--- src/rtl/cart_ram_bridge.sv ---
// Byte-port responder for the cartridge ROM/RAM bus: turns byte reads/writes into
// 16-bit word request/ack transactions, with a one-word read cache in front.
module cart_ram_bridge #(
    parameter int ADDR_WIDTH = 25
) (
    input  logic                  clk_i,
    input  logic                  reset_i,
    input  logic [ADDR_WIDTH-1:0] ram_addr_i,
    input  logic [7:0]            ram_din_i,
    input  logic                  ram_we_i,
    input  logic                  ram_rd_i,
    output logic [7:0]            ram_dout_o,
    output logic                  ram_ready_o,
    output logic [ADDR_WIDTH-2:0] mem_addr_o,
    output logic [15:0]           mem_wdata_o,
    output logic [1:0]            mem_be_o,
    output logic                  mem_req_o,
    output logic                  mem_wr_o,
    input  logic                  mem_ack_i,
    input  logic [15:0]           mem_rdata_i,
    input  logic                  mem_rvalid_i
);

    typedef enum logic [1:0] {IDLE, RD_REQ, RD_WAIT, WR_REQ} state_t;

    state_t                state_q, state_d;
    logic                  valid_q, valid_d;
    logic [ADDR_WIDTH-2:0] tag_q, tag_d;
    logic [15:0]           data_q, data_d;
    logic                  wr_pend_q, wr_pend_d;
    logic [ADDR_WIDTH-1:0] wr_addr_q, wr_addr_d;
    logic [7:0]            wr_din_q, wr_din_d;
    logic                  mem_req_q, mem_req_d;
    logic                  mem_wr_q, mem_wr_d;
    logic [1:0]            mem_be_q, mem_be_d;
    logic [ADDR_WIDTH-2:0] mem_addr_q, mem_addr_d;
    logic [15:0]           mem_wdata_q, mem_wdata_d;

    logic [ADDR_WIDTH-2:0] rd_word;
    logic                  miss;

    assign rd_word = ram_addr_i[ADDR_WIDTH-1:1];
    assign miss    = !valid_q || (tag_q != rd_word);

    // NOTE: every variable driven here gets its hold value first, so no path infers a latch.
    always_comb begin
        state_d     = state_q;
        valid_d     = valid_q;
        tag_d       = tag_q;
        data_d      = data_q;
        wr_pend_d   = wr_pend_q;
        wr_addr_d   = wr_addr_q;
        wr_din_d    = wr_din_q;
        mem_req_d   = mem_req_q;
        mem_wr_d    = mem_wr_q;
        mem_be_d    = mem_be_q;
        mem_addr_d  = mem_addr_q;
        mem_wdata_d = mem_wdata_q;

        case (state_q)
            IDLE: begin
                if (wr_pend_q) begin
                    state_d     = WR_REQ;
                    mem_req_d   = 1'b1;
                    mem_wr_d    = 1'b1;
                    mem_addr_d  = wr_addr_q[ADDR_WIDTH-1:1];
                    mem_be_d    = wr_addr_q[0] ? 2'b10 : 2'b01;
                    mem_wdata_d = {wr_din_q, wr_din_q};
                end else if (ram_rd_i && miss) begin
                    state_d    = RD_REQ;
                    mem_req_d  = 1'b1;
                    mem_wr_d   = 1'b0;
                    mem_be_d   = 2'b11;
                    mem_addr_d = rd_word;
                end
            end
            RD_REQ: begin
                if (mem_ack_i) begin
                    mem_req_d = 1'b0;
                    if (mem_rvalid_i) begin
                        data_d  = mem_rdata_i;
                        tag_d   = mem_addr_q;
                        valid_d = 1'b1;
                        state_d = IDLE;
                    end else begin
                        state_d = RD_WAIT;
                    end
                end
            end
            RD_WAIT: begin
                if (mem_rvalid_i) begin
                    data_d  = mem_rdata_i;
                    tag_d   = mem_addr_q;
                    valid_d = 1'b1;
                    state_d = IDLE;
                end
            end
            WR_REQ: begin
                if (mem_ack_i) begin
                    mem_req_d = 1'b0;
                    wr_pend_d = 1'b0;
                    state_d   = IDLE;
                    // Write-through keeps the cached word coherent with the backend.
                    if (valid_q && (tag_q == mem_addr_q)) begin
                        if (mem_be_q[1]) data_d[15:8] = mem_wdata_q[15:8];
                        else             data_d[7:0]  = mem_wdata_q[7:0];
                    end
                end
            end
            default: state_d = IDLE;
        endcase

        // NOTE: capture sits after the case so a ram_we in the ack cycle keeps wr_pend set.
        if (ram_we_i) begin
            wr_pend_d = 1'b1;
            wr_addr_d = ram_addr_i;
            wr_din_d  = ram_din_i;
        end
    end

    // NOTE: the cache data register is reset too, so ram_dout reads 8'hFF out of reset.
    always_ff @(posedge clk_i) begin
        if (reset_i) begin
            state_q     <= IDLE;
            valid_q     <= 1'b0;
            tag_q       <= '0;
            data_q      <= 16'hFFFF;
            wr_pend_q   <= 1'b0;
            wr_addr_q   <= '0;
            wr_din_q    <= '0;
            mem_req_q   <= 1'b0;
            mem_wr_q    <= 1'b0;
            mem_be_q    <= 2'b11;
            mem_addr_q  <= '0;
            mem_wdata_q <= '0;
        end else begin
            state_q     <= state_d;
            valid_q     <= valid_d;
            tag_q       <= tag_d;
            data_q      <= data_d;
            wr_pend_q   <= wr_pend_d;
            wr_addr_q   <= wr_addr_d;
            wr_din_q    <= wr_din_d;
            mem_req_q   <= mem_req_d;
            mem_wr_q    <= mem_wr_d;
            mem_be_q    <= mem_be_d;
            mem_addr_q  <= mem_addr_d;
            mem_wdata_q <= mem_wdata_d;
        end
    end

    assign ram_dout_o  = ram_addr_i[0] ? data_q[15:8] : data_q[7:0];
    assign ram_ready_o = (state_q == IDLE) && !wr_pend_q && !(ram_rd_i && miss);
    assign mem_req_o   = mem_req_q;
    assign mem_wr_o    = mem_wr_q;
    assign mem_be_o    = mem_be_q;
    assign mem_addr_o  = mem_addr_q;
    assign mem_wdata_o = mem_wdata_q;

endmodule
--- config.mk ---
export PLATFORM = sky130hd
export DESIGN_NAME = cart_ram_bridge
export DESIGN_NICKNAME = d
export VERILOG_FILES = /design/src/rtl/cart_ram_bridge.sv
export SDC_FILE = /design/constraint.sdc
export NUM_CORES = 1
export LEC_CHECK = 0
export BUFFER_PORTS_ARGS = -buffer_cell sky130_fd_sc_hd__buf_2
export CAP_MARGIN = 15
export CORE_MARGIN = 2
export CORE_UTILIZATION = 43
export CTS_BUF_LIST = sky130_fd_sc_hd__clkbuf_8
export DETAILED_ROUTE_END_ITERATION = 8
export PLACE_DENSITY = 0.71
export SLEW_MARGIN = 20
export SYNTH_ARGS = -nofsm -noshare
export SYNTH_HDL_FRONTEND = slang
export SYNTH_SLANG_ARGS = --single-unit
--- constraint.sdc ---
create_clock -name clk_i -period 2.3 [get_ports clk_i]
set_input_delay 0.575 -clock clk_i [delete_from_list [all_inputs] [get_ports clk_i]]
set_output_delay 0.575 -clock clk_i [all_outputs]
set_load 0.005 [all_outputs]
==> flow_summary.json <==
{
  "outcome": "finished, violations left",
  "violations": "negative setup slack",
  "dp_hpwl_um": 9079,
  "io_pins": 108,
  "dieArea_mm2": 0.01342,
  "clock_sinks": 113,
  "port_buffers": 107,
  "path_clk_slew_ns": 0.06,
  "cts_buffers": 17,
  "htreeDepth": 4,
  "syn-num-nets": 646,
  "clk_latency_ns": 0.43,
  "hold_depth": 3,
  "synth-adder-area-share_pct": 0,
  "grt_pass1_wl_um": 21120,
  "start_util_pct": 44.42,
  "wl_um": 13240,
  "fin_util_pct": 54.96,
  "antenna_found_initial": 1,
  "grt-busiest-layer": "met2",
  "crit_path_end": "ram_ready_o",
  "syn_area_mm2": 0.005380,
  "maxSlewViolCount": 0,
  "pwr_density_cell_mw_per_mm2": 734.8,
  "wire_per_inst_um": 15.17,
  "synthCells": 591,
  "path_class": "flop to primary output",
  "startpoint": "tag_q[9]$_SDFFE_PP0P_",
  "grt-ovfl-total": 0,
  "cts_tree": "built",
  "syn_area_per_cell_um2": 9.103,
  "dieWidth_um": 115.9,
  "synth-compound-area-share_pct": 7.651,
  "synth_top_family_by_area": "multiplexers",
  "use_met2_pct": 32.87,
  "layout_min_cycle_time_ns": 2.436,
  "grt_max_degree": 95,
  "place.gp.congestion": 0.8356,
  "final_area_mm2": 0.006656,
  "synth_top_area_share_pct": 42.05,
  "synth-xor-area-share_pct": 7.488,
  "drt_iter0_drc": 341,
  "crit_arrival_ns": 1.86,
  "cp.required_ns": 1.73,
  "synth_warnings": 0,
  "hold_path.class": "input pin to flop",
  "critPathLaunchType": "flop",
  "core_region_area_mm2": 0.01211,
  "cp_max_fo": 3,
  "hold_ws_ns": 0.3860,
  "finalHoldViolCount": 0,
  "drtAntennaViolNets": 0,
  "drc": 0,
  "rows": 40,
  "cts_hold_buf": 0,
  "synth-simple-area-share_pct": 17.93,
  "grt_pass1_vias": 4329,
  "timing.rr.start": "tag_q[9]$_SDFFE_PP0P_",
  "power.total_mw": 4.891,
  "rsz0062_at_grt": "true",
  "ys_seq_area_share_pct": 42.05,
  "dpl-instance-area_mm2": 0.006048,
  "fin_ws_ns": -0.1356,
  "grtUsageTotal_pct": 20.30,
  "maxSlewHeadroom_pct": 63.97,
  "yosysTopAreaCell": "dfxtp_1",
  "skew_ns": 0.007839,
  "final_nets": 748,
  "cts_buffer_depth": 2,
  "vias": 4452,
  "cap_violations": 0,
  "cp-end-kind": "primary output",
  "synth-seq-cells": 113,
  "synth_cell_types": 37,
  "setup_viol": 1,
  "tightest_slew_ns": 0.5397,
  "vias_per_cell": 5.100,
  "grtUsageMet3_pct": 6.172,
  "max_freq_ghz": 0.4106,
  "clockRootBuffer": "clkbuf_8",
  "worstReg2RegEnd": "mem_addr_o[23]$_SDFFE_PP0P_",
  "die_h_um": 115.9,
  "r2r_cells": 11,
  "synth_area_leaders": "dfxtp_1, mux2i_1, xnor2_1",
  "power.leakage_nw": 2.903,
  "grt_util_met1_pct": 25.55,
  "syn_to_final_growth_pct": 23.72,
  "reg2reg_slack_ns": 0.05,
  "drt_pass1_iterations": 4,
  "max-vdd-ir-drop_mv": 0.4942,
  "drive_above_1_share_pct": 27.84,
  "synthMuxAreaShare_pct": 20.47,
  "final.period_utilization_pct": 105.9
}
-- critical path, stage by stage, from the launching register on --
cell	delay (ns)
dfxtp_2	0.34
xnor2_1	0.16
nand4_1	0.18
nor4_2	0.32
a21oi_1	0.10
nor3_1	0.16
buf_2	0.16
-- cell usage after synthesis --
cell and count:
and3_1 9, nand2_1 68, a21o_1 1, nand3b_1 1, mux2_2 8, a31oi_4 2, xor2_1 2, buf_2 10
and2_1 1, o211ai_1 1, nor2_2 1, inv_1 2, mux2i_1 74, nand4_1 9, buf_1 1, xnor2_1 44
nor4_1 3, a2111o_1 1, o2111ai_1 1, nor4_4 1, dfxtp_1 113, nor3b_1 1, o21ai_0 2, buf_6 1
nor2b_1 27, nor2_1 82, a21oi_1 38, nor3_1 4, nand2_2 1, o2bb2ai_1 1, o21ai_1 1, mux2_1 24
nand3_1 4, nand2b_1 1, clkbuf_1 26, buf_4 9, a211oi_1 16
-- sequential cells by signal, summed over array words and instances, names as in the netlist --
signal / flops
data_q: 16
mem_addr_o: 24
mem_be_o: 2
mem_req_o: 1
mem_wdata_o: 8
mem_wr_o: 1
state_q: 2
tag_q: 24
valid_q: 1
wr_addr_q: 25
wr_din_q: 8
wr_pend_q: 1
-- layout by cell type (no fill, tap or decap), types with 2 or more instances in the layout --
cell type	instances
o21ai_0	2
and3_1	9
buf_12	3
a31oi_4	2
buf_4	16
nor3_1	3
nor2b_1	27
mux2_1	23
xnor2_1	35
nand3_1	4
dfxtp_1	101
inv_1	4
nand2_1	68
buf_2	106
nand4_1	9
nor4_1	2
dfxtp_4	2
nor2_1	82
clkbuf_8	23
a211oi_1	16
xor2_1	2
dfxtp_2	10
a21oi_1	38
mux2_2	8
mux2i_1	74
bufinv_16	2
clkinv_2	3
buf_6	3
xnor2_2	9
-- cell families after synthesis --
group	count (synthesis)
AND/OR/NAND/NOR	213
multiplexers	106
buffers and inverters	49
flip-flops	113
AO/OA/AOI/OAI	64
XOR/XNOR	46
-- layer usage --
layer	wire (um)	vias up
met3	725	15
met2	6394	134
met4	173	0
met5	0	-
li1	-	2202
met1	5948	2101
-- where the power goes --
part	switching, mW	total [mW]	internal [mW]
Sequential	0.111	2.19	2.08
Clock	0.750	1.86	1.11
Combinational	0.438	0.839	0.401
Total	1.30	4.89	3.59
-- through the flow --
| stage | worst slack, ns | cells | TNS (ns) |
|---|---|---|---|
| 6_report | -0.1356 | 873 | -0.1356 |
| 5_1_grt | -0.2384 | 873 | -0.2479 |
| 4_1_cts | -0.1003 | 869 | -0.2709 |
| 3_5_place_dp | -0.1197 | 834 | -1.312 |
| 3_3_place_gp | -0.1297 | 834 | -0.3518 |
| 2_1_floorplan | 0.2794 | 591 | 0 |
-- cell type report --
class,instances,area [um2]
Multi-Input combinational cell,429,2970
Fill cell,1068,5455
Tap cell,168,210.2
Antenna cell,1,2.502
Clock inverter,7,82.58
Inverter,2,7.507
Clock buffer,23,316.6
Timing Repair Buffer,130,784.5
Sequential cell,113,2282
-- how the worst min path moves through the flow --
stage	startpoint	to	slack [ns]
final	ram_din_i[0]	wr_din_q[0]$_SDFFE_PP0P_	0.39
after CTS	ram_din_i[0]	wr_din_q[0]$_SDFFE_PP0P_	0.36
after global placement	mem_req_o$_SDFFE_PP0P_	mem_req_o$_SDFFE_PP0P_	0.44
after global routing	ram_din_i[6]	wr_din_q[6]$_SDFFE_PP0P_	0.36
after detailed placement	wr_din_q[5]$_SDFFE_PP0P_	mem_wdata_o[13]$_SDFFE_PP0P_	0.45
after floorplan	wr_din_q[2]$_SDFFE_PP0P_	mem_wdata_o[10]$_SDFFE_PP0P_	0.43
-- what timing repair did --
item,4_1_cts,5_1_grt
gates cloned,0,1
resized for setup,12,21
buffers inserted,5,5
setup endpoints to repair,1,30
pin swaps,7,9
Power figures use the tool's default switching activity.
